**src/rtl/disp_arbiter_if.sv**
```systemverilog
// ---------------------------------------------------------------------------
// disp_arbiter_if
//
// Purpose: bundles the content-source requests and data, and the display-side
//          results, for the display arbiter.
//
// Signals:
//   req1, req2  : level requests from src1 (settings) and src2 (alarm/event)
//   data0..2    : 32-bit BCD content per source, digit0 = [3:0]
//   blink_mask  : per-digit blink enable applied to src1 content
//   disp_din    : registered value towards the scanner din
//   grant       : one-hot current owner, bit k = src k
//   disp_chg    : one-cycle pulse marking a change of owner
//
// Modports:
//   master : the clock/alarm/setting side (drives requests and data)
//   slave  : the arbiter (drives disp_din, grant, disp_chg)
// ---------------------------------------------------------------------------
interface disp_arbiter_if;
    logic        req1;
    logic        req2;
    logic [31:0] data0;
    logic [31:0] data1;
    logic [31:0] data2;
    logic [7:0]  blink_mask;
    logic [31:0] disp_din;
    logic [2:0]  grant;
    logic        disp_chg;

    modport master (
        output req1, req2, data0, data1, data2, blink_mask,
        input  disp_din, grant, disp_chg
    );

    modport slave (
        input  req1, req2, data0, data1, data2, blink_mask,
        output disp_din, grant, disp_chg
    );
endinterface

```
**src/rtl/disp_arbiter.sv**
```systemverilog
// ---------------------------------------------------------------------------
// disp_arbiter
//
// Purpose: shares the single 8-digit BCD display datapath between three
//          sources. src0 (background clock) owns the display by default;
//          src1 (settings) and src2 (alarm) take it on request, src2 having
//          the higher priority. A granted event source keeps the display for
//          at least HOLD_CYC cycles. disp_din is registered from the owner
//          selected by the registered grant.
//
// Ports:
//   clk : system clock
//   rst : asynchronous, active-high reset
//   bus : disp_arbiter_if.slave (req1/req2, data0..2, blink_mask in;
//         disp_din, grant, disp_chg out)
//
// Parameters:
//   HOLD_CYC  : minimum cycles an event source keeps the display once granted
//   BLINK_CYC : blink half-period in cycles (only with DISP_BLINK_EN)
//
// Configuration macro:
//   DISP_BLINK_EN : when defined, src1 digits selected by blink_mask show a
//                   dash (4'hA) during the high blink phase. When undefined,
//                   blink_mask is ignored and src1 passes through unmodified.
// ---------------------------------------------------------------------------
module disp_arbiter #(
    parameter int HOLD_CYC  = 50_000_000,
    parameter int BLINK_CYC = 12_500_000
) (
    input  logic          clk,
    input  logic          rst,
    disp_arbiter_if.slave bus
);

    localparam int            CW        = $clog2(HOLD_CYC) + 1;
    localparam logic [CW-1:0] HOLD_LAST = CW'(HOLD_CYC - 1);

    localparam logic [2:0] G_SRC0 = 3'b001;
    localparam logic [2:0] G_SRC1 = 3'b010;
    localparam logic [2:0] G_SRC2 = 3'b100;

    typedef enum logic [1:0] {
        ST_BG     = 2'd0,  // src0 owns the display
        ST_HOLD   = 2'd1,  // event owner, minimum hold still running
        ST_ACTIVE = 2'd2   // event owner, hold satisfied
    } state_t;

    state_t        state, state_nx;
    logic [2:0]    grant_q, grant_nx;
    logic [CW-1:0] hold_cnt, hold_cnt_nx;
    logic [31:0]   din_q, din_nx;
    logic          chg_q;
    logic          owner_req;
    logic [31:0]   data1_shown;

    // -----------------------------------------------------------------------
    // Next-state / next-owner logic
    // -----------------------------------------------------------------------
    always_comb begin
        // NOTE: every variable gets a default before the case so no path can
        // leave it unassigned and infer a latch.
        state_nx    = state;
        grant_nx    = grant_q;
        hold_cnt_nx = hold_cnt;
        owner_req   = (grant_q[1] & bus.req1) | (grant_q[2] & bus.req2);

        case (state)
            ST_BG: begin
                if (bus.req2) begin
                    state_nx    = ST_HOLD;
                    grant_nx    = G_SRC2;
                    hold_cnt_nx = '0;
                end else if (bus.req1) begin
                    state_nx    = ST_HOLD;
                    grant_nx    = G_SRC1;
                    hold_cnt_nx = '0;
                end
            end

            ST_HOLD: begin
                // src2 may cut into a src1 hold; the owner is otherwise kept
                // for the full hold even if its request drops.
                if (grant_q[1] && bus.req2) begin
                    grant_nx    = G_SRC2;
                    hold_cnt_nx = '0;
                end else if (hold_cnt == HOLD_LAST) begin
                    state_nx    = ST_ACTIVE;
                    hold_cnt_nx = '0;
                end else begin
                    hold_cnt_nx = hold_cnt + CW'(1);
                end
            end

            ST_ACTIVE: begin
                if (grant_q[1] && bus.req2) begin
                    state_nx    = ST_HOLD;
                    grant_nx    = G_SRC2;
                    hold_cnt_nx = '0;
                end else if (!owner_req) begin
                    if (bus.req2) begin
                        state_nx    = ST_HOLD;
                        grant_nx    = G_SRC2;
                        hold_cnt_nx = '0;
                    end else if (bus.req1) begin
                        state_nx    = ST_HOLD;
                        grant_nx    = G_SRC1;
                        hold_cnt_nx = '0;
                    end else begin
                        state_nx = ST_BG;
                        grant_nx = G_SRC0;
                    end
                end
            end

            default: begin
                state_nx    = ST_BG;
                grant_nx    = G_SRC0;
                hold_cnt_nx = '0;
            end
        endcase
    end

    // -----------------------------------------------------------------------
    // src1 content, optionally with blinking digits
    // -----------------------------------------------------------------------
`ifdef DISP_BLINK_EN
    localparam int            BW         = $clog2(BLINK_CYC) + 1;
    localparam logic [BW-1:0] BLINK_LAST = BW'(BLINK_CYC - 1);

    logic [BW-1:0] blink_cnt;
    logic          blink_phase;

    // Free-running from reset; independent of who owns the display.
    always_ff @(posedge clk or posedge rst) begin
        if (rst) begin
            blink_cnt   <= '0;
            blink_phase <= 1'b0;
        end else if (blink_cnt == BLINK_LAST) begin
            blink_cnt   <= '0;
            blink_phase <= ~blink_phase;
        end else begin
            blink_cnt   <= blink_cnt + BW'(1);
        end
    end

    always_comb begin
        data1_shown = bus.data1;
        for (int i = 0; i < 8; i++) begin
            if (blink_phase && bus.blink_mask[i]) begin
                data1_shown[4*i +: 4] = 4'hA;
            end
        end
    end
`else
    localparam int unused_blink_cyc = BLINK_CYC;
    logic          unused_blink_mask;

    assign unused_blink_mask = ^bus.blink_mask;
    assign data1_shown       = bus.data1;
`endif

    // Display mux driven by the registered grant, so a new owner's data
    // reaches disp_din one cycle after grant changes.
    always_comb begin
        case (grant_q)
            G_SRC1:  din_nx = data1_shown;
            G_SRC2:  din_nx = bus.data2;
            default: din_nx = bus.data0;
        endcase
    end

    // -----------------------------------------------------------------------
    // State and output registers
    // -----------------------------------------------------------------------
    always_ff @(posedge clk or posedge rst) begin
        if (rst) begin
            state    <= ST_BG;
            grant_q  <= G_SRC0;
            hold_cnt <= '0;
            din_q    <= '0;
            chg_q    <= 1'b0;
        end else begin
            // NOTE: non-blocking assignments so every register samples the
            // pre-edge values, independent of statement order.
            state    <= state_nx;
            grant_q  <= grant_nx;
            hold_cnt <= hold_cnt_nx;
            din_q    <= din_nx;
            chg_q    <= (grant_nx != grant_q);
        end
    end

    assign bus.disp_din = din_q;
    assign bus.grant    = grant_q;
    assign bus.disp_chg = chg_q;

endmodule
```
**src/flat_wrapper.sv**
```systemverilog
// flat-port wrapper written by rule: the top's interface ports become plain ports
module disp_arbiter_flat 
#(
    parameter int HOLD_CYC  = 50_000_000,
    parameter int BLINK_CYC = 12_500_000
)
  (clk, rst, bus_req1, bus_req2, bus_data0, bus_data1, bus_data2, bus_blink_mask, bus_disp_din, bus_grant, bus_disp_chg);
  disp_arbiter_if bus_i ();
  input  logic clk;
  input  logic rst;
  input wire logic [$bits(bus_i.req1)-1:0] bus_req1;
  input wire logic [$bits(bus_i.req2)-1:0] bus_req2;
  input wire logic [$bits(bus_i.data0)-1:0] bus_data0;
  input wire logic [$bits(bus_i.data1)-1:0] bus_data1;
  input wire logic [$bits(bus_i.data2)-1:0] bus_data2;
  input wire logic [$bits(bus_i.blink_mask)-1:0] bus_blink_mask;
  output wire logic [$bits(bus_i.disp_din)-1:0] bus_disp_din;
  output wire logic [$bits(bus_i.grant)-1:0] bus_grant;
  output wire logic [$bits(bus_i.disp_chg)-1:0] bus_disp_chg;
  assign bus_i.req1 = bus_req1;
  assign bus_i.req2 = bus_req2;
  assign bus_i.data0 = bus_data0;
  assign bus_i.data1 = bus_data1;
  assign bus_i.data2 = bus_data2;
  assign bus_i.blink_mask = bus_blink_mask;
  assign bus_disp_din = bus_i.disp_din;
  assign bus_grant = bus_i.grant;
  assign bus_disp_chg = bus_i.disp_chg;
  disp_arbiter #(.HOLD_CYC(HOLD_CYC), .BLINK_CYC(BLINK_CYC)) u_core (.clk(clk), .rst(rst), .bus(bus_i));
endmodule
```
**config.mk**
```make
export PLATFORM = sky130hd
export DESIGN_NAME = disp_arbiter_flat
export DESIGN_NICKNAME = d
export VERILOG_FILES = /design/src/rtl/disp_arbiter_if.sv /design/src/rtl/disp_arbiter.sv /design/src/flat_wrapper.sv
export SDC_FILE = /design/constraint.sdc
export NUM_CORES = 1
export LEC_CHECK = 0
export BUFFER_PORTS_ARGS = -buffer_cell sky130_fd_sc_hd__clkbuf_2
export CAP_MARGIN = 20
export CELL_PAD_IN_SITES_DETAIL_PLACEMENT = 0
export CELL_PAD_IN_SITES_GLOBAL_PLACEMENT = 1
export CORE_MARGIN = 1.5
export CORE_UTILIZATION = 35
export DETAILED_ROUTE_END_ITERATION = 12
export PLACE_DENSITY_LB_ADDON = 0.12
export RECOVER_POWER = 50
export SYNTH_ARGS = -nofsm -noshare
export SYNTH_HDL_FRONTEND = slang
export SYNTH_SLANG_ARGS = --single-unit
```
**constraint.sdc**
```tcl
create_clock -name clk -period 2.6 [get_ports clk]
set_input_delay 0.26 -clock clk [delete_from_list [all_inputs] [get_ports clk]]
set_output_delay 0.26 -clock clk [all_outputs]
set_load 0.02 [all_outputs]
```
[Word-level counts from Yosys, hierarchy flattened]
Cells that the tools add are included.
Storage, ports and cells
  register bits after elaboration: 65
  output and inout port bits: 36
Operators by class
  add/subtract/negate cells: 1
  eq/ne operators: 10
  mux-type cells: 25
  bitwise logic cells: 3
  reductions and logical operators: 3
Operators by type and width (number)
  27-bit 2-to-1 mux: 6
  27-bit case mux with 3 select lines: 1
  32-bit case mux with 2 select lines: 1
  27-bit by 1-bit adder with 27-bit output, second input constant: 1
  27-bit by 26-bit equality test with 1-bit output, second input constant: 1
  3-bit 2-to-1 mux: 6
  2-bit 2-to-1 mux: 8
  3-bit case mux with 3 select lines: 1
  3-bit != test, second input constant: 2
  2-bit case mux with 3 select lines: 1
  4-bit AND reduction: 1
  3-bit by 2-bit equality test with 1-bit output, second input constant: 1
  3-bit equality test, second input constant: 1
  3-bit != test: 1
  1-bit bitwise AND: 2
  2-bit by 1-bit equality test with 1-bit output, second input constant: 1
  2-bit equality test, second input constant: 1
  2-bit zero test: 1
  2-bit by 1-bit != test with 1-bit output, second input constant: 1
  2-bit != test, second input constant: 1
  1-bit logical AND: 1
  1-bit 2-to-1 mux: 1
  1-bit bitwise OR: 1

[Longest topological paths before layout]
Gate-level depths: netlist of run 1.
  depth after elaboration: 6
  mapped depth: 8
  gate-level depth less buffers: 6

[Least setup slack after synthesis of run 1]
Ideal clock, no wire load.
  path type: register to register
  from: reg u_core.hold_cnt[0]
  to: reg u_core.hold_cnt[24]
  library setup time: 0.121 ns
  arrival time: 1.879 ns
  required time: 2.479 ns
  path slack: 0.600 ns
  stages on the path, launching flop included: 7
  buffers on the path: 0
  clock period less this slack: 2.000 ns
  path through: dfrtp_1 ha_1 and3_1 nand4_4 or4_4 a21o_1 a22o_1
Between the ends
  word-level cells in the longest chain between the ends: 4
  elaborated cells between the ends (all ways): 5
RTL lines
  start, declared: RTL line disp_arbiter.sv:50  | logic [CW-1:0] hold_cnt, hold_cnt_nx;
  start signal, assigned: RTL line disp_arbiter.sv:187  | hold_cnt <= hold_cnt_nx;
  27-bit by 1-bit adder with 27-bit output / 27-bit by 26-bit equality test with 1-bit output (equally long branches): RTL line disp_arbiter.sv:90, disp_arbiter.sv:86
  27-bit 2-to-1 mux (*): RTL line disp_arbiter.sv:86  | end else if (hold_cnt == HOLD_LAST) begin
  27-bit 2-to-1 mux (*): RTL line disp_arbiter.sv:83  | if (grant_q[1] && bus.req2) begin
  27-bit case mux with 3 select lines (*): RTL line disp_arbiter.sv:67  | case (state)
Every way passes the cells marked *; elsewhere a longest branch is shown, timed or not.
A chain may end at the register's enable or synchronous reset.

[Worst setup path after layout of run 1]
  from: reg u_core.hold_cnt[15]
  to: reg u_core.hold_cnt[12]
Between the ends
  word-level cells in the longest chain between the ends: 4
RTL lines (RTL line)
  27-bit by 26-bit equality test with 1-bit output: disp_arbiter.sv:86
  27-bit 2-to-1 mux: disp_arbiter.sv:86
  27-bit 2-to-1 mux: disp_arbiter.sv:83
  27-bit case mux with 3 select lines: disp_arbiter.sv:67
No other way between the ends.

==> flow_metrics.env, run 1 <==
export IMPL_run_status="complete, no violations"
export IMPL_ys_seq_elements=65
export IMPL_fin_cells=631
export IMPL_clockBufferDepth=2
export IMPL_num_antenna_cells=0
export IMPL_yosys_warnings=0
export IMPL_grt_max_degree=41
export IMPL_pin_count=144
export IMPL_skew_ns=0.00613
export IMPL_grt_pass1_wl_um=15300
export IMPL_grt_usage=0.193
export IMPL_synth_area_leaders="dfrtp_1 48%, nand2_1 9.7%, a22oi_1 7.2%, a31oi_1 2.8%, o21ai_0 2.4%"
export IMPL_dp_hpwl_um=6670
export IMPL_drtIter0Drc=111
export IMPL_period_share=0.878
export IMPL_hold_ws_ns=0.110
export IMPL_cts_root_buf="clkbuf_8"
export IMPL_grt_util_met1=0.256
export IMPL_start_util=0.361
export IMPL_drt_first_pass_iters=4
export IMPL_reg2reg_depth=6
export IMPL_cp_max_fo=20
export IMPL_period_minus_slack_ns=2.28
export IMPL_grt_remaining_overflow=0
export IMPL_finalSetupViolCount=0
export IMPL_numCtsBuffers=9
export IMPL_drc=0
export IMPL_fin_tns_setup_ns=0
export IMPL_cts_num_sinks=65
export IMPL_timing_final_max_slew_violations=0
export IMPL_routed_wl_um=9280
export IMPL_antenna_found_initial=0
export IMPL_hold_depth=3
export IMPL_ys_types=52
export IMPL_p_leak_uw=0.00210
export IMPL_dpl_cell_area_mm2=0.00418
export IMPL_worstSkewPairLatency_ns=0.34
export IMPL_ant_nets=0
export IMPL_synth_area_per_cell_um2=9.21
export IMPL_slew_headroom=0.354
export IMPL_synth_top_cells_by_count="86 x nand2_1, 64 x dfrtp_1, 32 x a22oi_1, 16 x o21ai_0"
export IMPL_rsz0062_at_grt="no"
export IMPL_synth_top_area_share=0.480
export IMPL_rows=35
export IMPL_fp_dieH_um=101
export IMPL_pwr_share_comb=0.185
export IMPL_wl_per_cell_um=14.7
export IMPL_r2r_slack_ns=0.32
export IMPL_syn_num_nets=471
export IMPL_startpoint="u_core.hold_cnt[15]"
export IMPL_die_w_um=101
export IMPL_critPathRequiredTime_ns=2.86
export IMPL_tightest_slew_ns=0.969
export IMPL_io_buffers=135
export IMPL_grt_use_met2=0.308
export IMPL_gp_congestion=0.770
export IMPL_placed_cells=615
export IMPL_ys_seq_area_frac=0.488
export IMPL_fin_area_mm2=0.00434
export IMPL_r2r_end="u_core.hold_cnt[12]"
export IMPL_vias_per_cell=5.06
export IMPL_r2r_start="u_core.hold_cnt[15]"
export IMPL_yosys_area_top_type="dfrtp_1"
export IMPL_synthCells=362
export IMPL_core_area_mm2=0.00924
export IMPL_synth_most_common_cell="nand2_1"
export IMPL_synth_cell_area_mm2=0.00334
export IMPL_crit_path_start_kind="flop"
export IMPL_synth_main_ff_cell="dfrtp_1"
export IMPL_hp_start="bus_data0[8]"
export IMPL_h_tree_depth=3
export IMPL_whs_endpoint="u_core.bus.disp_din[8]"
export IMPL_switching_power_uw=762
export IMPL_use_met3=0.0596
export IMPL_pwr_share_clk=0.358
export IMPL_final_nets=607
export IMPL_hold_violations=0
export IMPL_grt_pass1_vias=3087
export IMPL_drive_gt1_frac=0.287
export IMPL_worstPathArrival_ns=2.54
export IMPL_crit_path_end_kind="flop"
export IMPL_vias=3191
export IMPL_synth_edf_count=0
export IMPL_drv_cap=0
export IMPL_busiest_layer="met2"
export IMPL_clk_pin_slew_worst_paths_ns=0.07
export IMPL_seqPwrFrac=0.457
export IMPL_cts_tree="done"
export IMPL_swShare=0.288
export IMPL_cts_setup_buffers=0
export IMPL_synthArstFlopShare=1.00
export IMPL_power_per_cell_area_mw_per_mm2=609
export IMPL_fmax_mhz=438
export IMPL_p_int_uw=1880
export IMPL_ir_worst_vdd_v=0.000304
export IMPL_critical_path_class="flop to flop"
export IMPL_area_growth_pct=30.2
export IMPL_hold_class="input pin to flop"
export IMPL_die_area_mm2=0.0101
[per-layer routing]
| metal | wire (µm) | up-vias |
|---|---|---|
| li1 | - | 1586 |
| met1 | 4190 | 1488 |
| met2 | 4390 | 108 |
| met3 | 578 | 9 |
| met4 | 124 | 0 |
| met5 | 0 | - |
[power by group through the flow]
stage	registers [µW]	logic [µW]	clock network (µW)
after floorplan	1270	250	0
after global placement	1220	505	0
after detailed placement	1230	509	0
after CTS	1210	512	979
after global routing	1230	546	1020
final	1210	489	948
[timing repair]
action | 4_1_cts | 5_1_grt
hold buffers | 1 | 0
resized for setup | 0 | 0
hold endpoints to repair | 25 | 0
setup endpoints to repair | 0 | 0
[area by class of cell]
type                       count  area (µm²)
tap                          129         161
sequential                    65        1630
multi-input combinational    270        1590
inverter                       3        11.3
clock inverter                 3        65.1
timing repair buffer         149         739
clock buffer                  12         145
fill                         940        4900
[flip-flops by register name (all words and copies together), names as in the netlist]
name	count
u_core.hold_cnt	27
u_core.state	2
u_core.bus.disp_chg	1
u_core.bus.grant	3
u_core.bus.disp_din	32
[logic make-up (layout without fill, tap and decap cells)]
kind of cell               Yosys count  count (layout)  share of synthesized area
and+or+nand+nor                    161             161                      0.243
adders and majority gates            1               1                    0.00375
AOI/OAI and AO/OA                   97              97                      0.197
DFF                                 65              65                      0.488
buffers and inverters               27             167                     0.0379
xor gates and xnor gates             7               7                     0.0184
muxes                                4               4                     0.0120
[critical path: stages, from the launching register on]
cell	delay, ns
dfrtp_1	0.43
and4_1	0.25
and4_1	0.24
a21oi_2	0.71
buf_4	0.31
a21oi_1	0.08
a31oi_1	0.18
[layout by cell type (no fill, tap or decap), drive strengths merged, types with 2 or more instances in the layout]
master,n
a21o,2
a21oi,15
a22o,6
a22oi,32
a31oi,15
and2,2
and3,7
and3b,2
and4,4
buf,13
bufinv,2
clkbuf,147
dfrtp,64
inv,3
mux2i,4
nand2,86
nand2b,5
nand3,15
nand3b,2
nand4,9
nor2,9
nor2b,5
nor3,2
nor3b,2
nor4,6
o21ai,16
xnor2,4
xor2,3
[metrics by stage]
step	utilization	setup WS, ns	power, µW
after detailed placement	0.452	0.376	1740
after CTS	0.476	0.340	2700
after floorplan	-	0.600	1520
final	0.470	0.318	2640
after global placement	0.452	0.367	1730
after global routing	0.470	0.0736	2800
[how the worst max path moves through the flow]
stage | endpoint | slack, ns | cells after the start
6_report | u_core.hold_cnt[12] | 0.32 | 6
3_5_place_dp | u_core.hold_cnt[24] | 0.38 | 6
2_1_floorplan | u_core.hold_cnt[24] | 0.60 | 6
5_1_grt | u_core.hold_cnt[11] | 0.07 | 4
4_1_cts | u_core.hold_cnt[12] | 0.34 | 6
3_3_place_gp | u_core.hold_cnt[12] | 0.37 | 6
Power figures use the tool's default switching activity.
==> run 2, diff against run 1 <==
- CORE_UTILIZATION: 35 -> 36
- CTS_BUF_LIST: unset -> sky130_fd_sc_hd__clkbuf_4 sky130_fd_sc_hd__clkbuf_8
- RECOVER_POWER: 50 -> 25
==> run 2 against run 1 <==
Effect of this change: count of clock-buffer cells in the layout shrank 2; clock skew grew 0.0026 ns; fmax grew 3.5%; total power shrank 3.2%; global-route usage is essentially flat; design area down 0.52%; the flow now finishes with violations (capacitance limit, slew limit); first-iteration DRC count rose by 31%; critical endpoint is now u_core.hold_cnt[24]; worst setup slack improved by 0.078 ns.
==> flow_metrics.env, run 2 (synthesis results as in run 1) <==
export IMPL_timing_final_max_slew_violations=66
export IMPL_pre_cts_ws_ns=0.410
export IMPL_drv_cap=1
export IMPL_worstSkewPairLatency_ns=0.34
export IMPL_slew_headroom=-0.110
export IMPL_routed_wl_um=9090
export IMPL_largest_reg_flops=32
export IMPL_ir_worst_vdd_v=0.000300
export IMPL_vias_per_cell=5.15
export IMPL_run_status="finished, violations left"
export IMPL_mostFrequentLayoutCells="136 x clkbuf_2, 86 x nand2_1, 64 x dfrtp_1"
export IMPL_path_cells="ha_1 > and3_1 > nand4_4 > or4_4 > a21o_1 > a22o_1"
export IMPL_grt_pass1_vias=3042
export IMPL_vias=3134
export IMPL_rsz0062_at_grt="no"
export IMPL_area_growth_pct=29.6
export IMPL_power_per_cell_area_mw_per_mm2=592
export IMPL_hold_depth=3
export IMPL_wl_per_cell_um=14.9
export IMPL_drive_gt1_frac=0.354
export IMPL_p_leak_uw=0.00218
export IMPL_start_util=0.377
export IMPL_num_antenna_cells=0
export IMPL_cts_hold_buf=1
export IMPL_period_minus_slack_ns=2.20
export IMPL_cts_tree="done"
export IMPL_cts_resized=0
export IMPL_final_nets=604
export IMPL_gp_congestion=0.770
export IMPL_cts_num_sinks=65
export IMPL_grt_pass1_wl_um=15000
export IMPL_fin_tns_setup_ns=0
export IMPL_finalSetupViolCount=0
export IMPL_crit_path_end_kind="flop"
export IMPL_numCtsBuffers=9
export IMPL_finalWorstSetupSlack_ns=0.396
export IMPL_drc=0
export IMPL_ant_nets=0
export IMPL_h_tree_depth=3
export IMPL_violations="capacitance limit, slew limit"
export IMPL_crit_path_start_kind="flop"
export IMPL_drtIter0Drc=145
export IMPL_die_area_mm2=0.00985
export IMPL_dp_hpwl_um=6560
export IMPL_cts_root_buf="clkbuf_8"
export IMPL_drt_first_pass_iters=4
export IMPL_critical_path_class="flop to flop"
export IMPL_grt_max_degree=66
export IMPL_cp_slowest_cell="or4_4"
export IMPL_antenna_found_initial=0
export IMPL_fmax_mhz=454
export IMPL_skew_ns=0.00870
export IMPL_grt_remaining_overflow=0
export IMPL_cp_max_fo=8
export IMPL_worstPathArrival_ns=2.43
export IMPL_clk_pin_slew_worst_paths_ns=0.08
export IMPL_rows=34
export IMPL_hold_class="input pin to flop"
export IMPL_clockBufferDepth=2
export IMPL_core_area_mm2=0.00885
export IMPL_io_buffers=135
export IMPL_grt_usage=0.193
export IMPL_period_share=0.848
export IMPL_reg2reg_depth=6
export IMPL_final_common_cell="clkbuf_2"
export IMPL_slowest_delay_ns=0.55
export IMPL_critPathRequiredTime_ns=2.83
export IMPL_hold_violations=0
export IMPL_die_w_um=99.3
export IMPL_cts_setup_buffers=0
export IMPL_fp_dieH_um=99.3
export IMPL_tightest_slew_ns=1.66
export IMPL_pin_count=144
## run 2: critical path, delay by kind of cell (launching register included)
family	cells	cell delay, ns
and+or+nand+nor	3	1.03
adders and majority gates	1	0.22
AOI/OAI and AO/OA	2	0.41
DFF	1	0.42
## run 2: layer usage
| metal | routed length, µm | GRT usage | up-vias |
|---|---|---|---|
| li1 | - | - | 1583 |
| met1 | 4260 | 0.259 | 1453 |
| met2 | 4310 | 0.312 | 90 |
| met3 | 419 | 0.0372 | 8 |
| met5 | 0 | 0 | - |
| met4 | 108 | 0.0693 | 0 |
## run 2: per-stage QoR
step	util	total power [µW]	cell area [µm²]	cells	hold WS, ns
after global routing	0.488	2710	4320	608	0.108
after CTS	0.490	2600	4340	608	0.0930
after floorplan	-	1520	3340	362	0.373
after detailed placement	0.467	1720	4130	591	0.352
final	0.488	2560	4320	608	0.111
after global placement	0.467	1710	4130	591	0.347
## run 2: final timing paths
check / start / end / slack (ns)
worst max-delay path: u_core.hold_cnt[0] / u_core.hold_cnt[24] / 0.40
worst min register to register: u_core.hold_cnt[17] / u_core.hold_cnt[17] / 0.51
worst min-delay path: bus_data0[31] / u_core.bus.disp_din[31] / 0.11
min in group asynchronous: rst / u_core.bus.disp_din[26] / 1.04
worst max register to register: u_core.hold_cnt[0] / u_core.hold_cnt[24] / 0.40
max in group asynchronous: rst / u_core.bus.disp_din[30] / 0.58
## run 2: layout make-up
type | count | area [µm²]
fill | 841 | 4530
sequential | 65 | 1630
multi-input combinational | 270 | 1590
timing repair buffer | 146 | 758
clock buffer | 10 | 138
tap | 108 | 135
clock inverter | 6 | 57.6
inverter | 3 | 11.3
## run 2: power breakdown
part	internal, µW	switching [µW]
Combinational	213	281
Clock	462	397
Sequential	1120	89.4
Total	1790	768
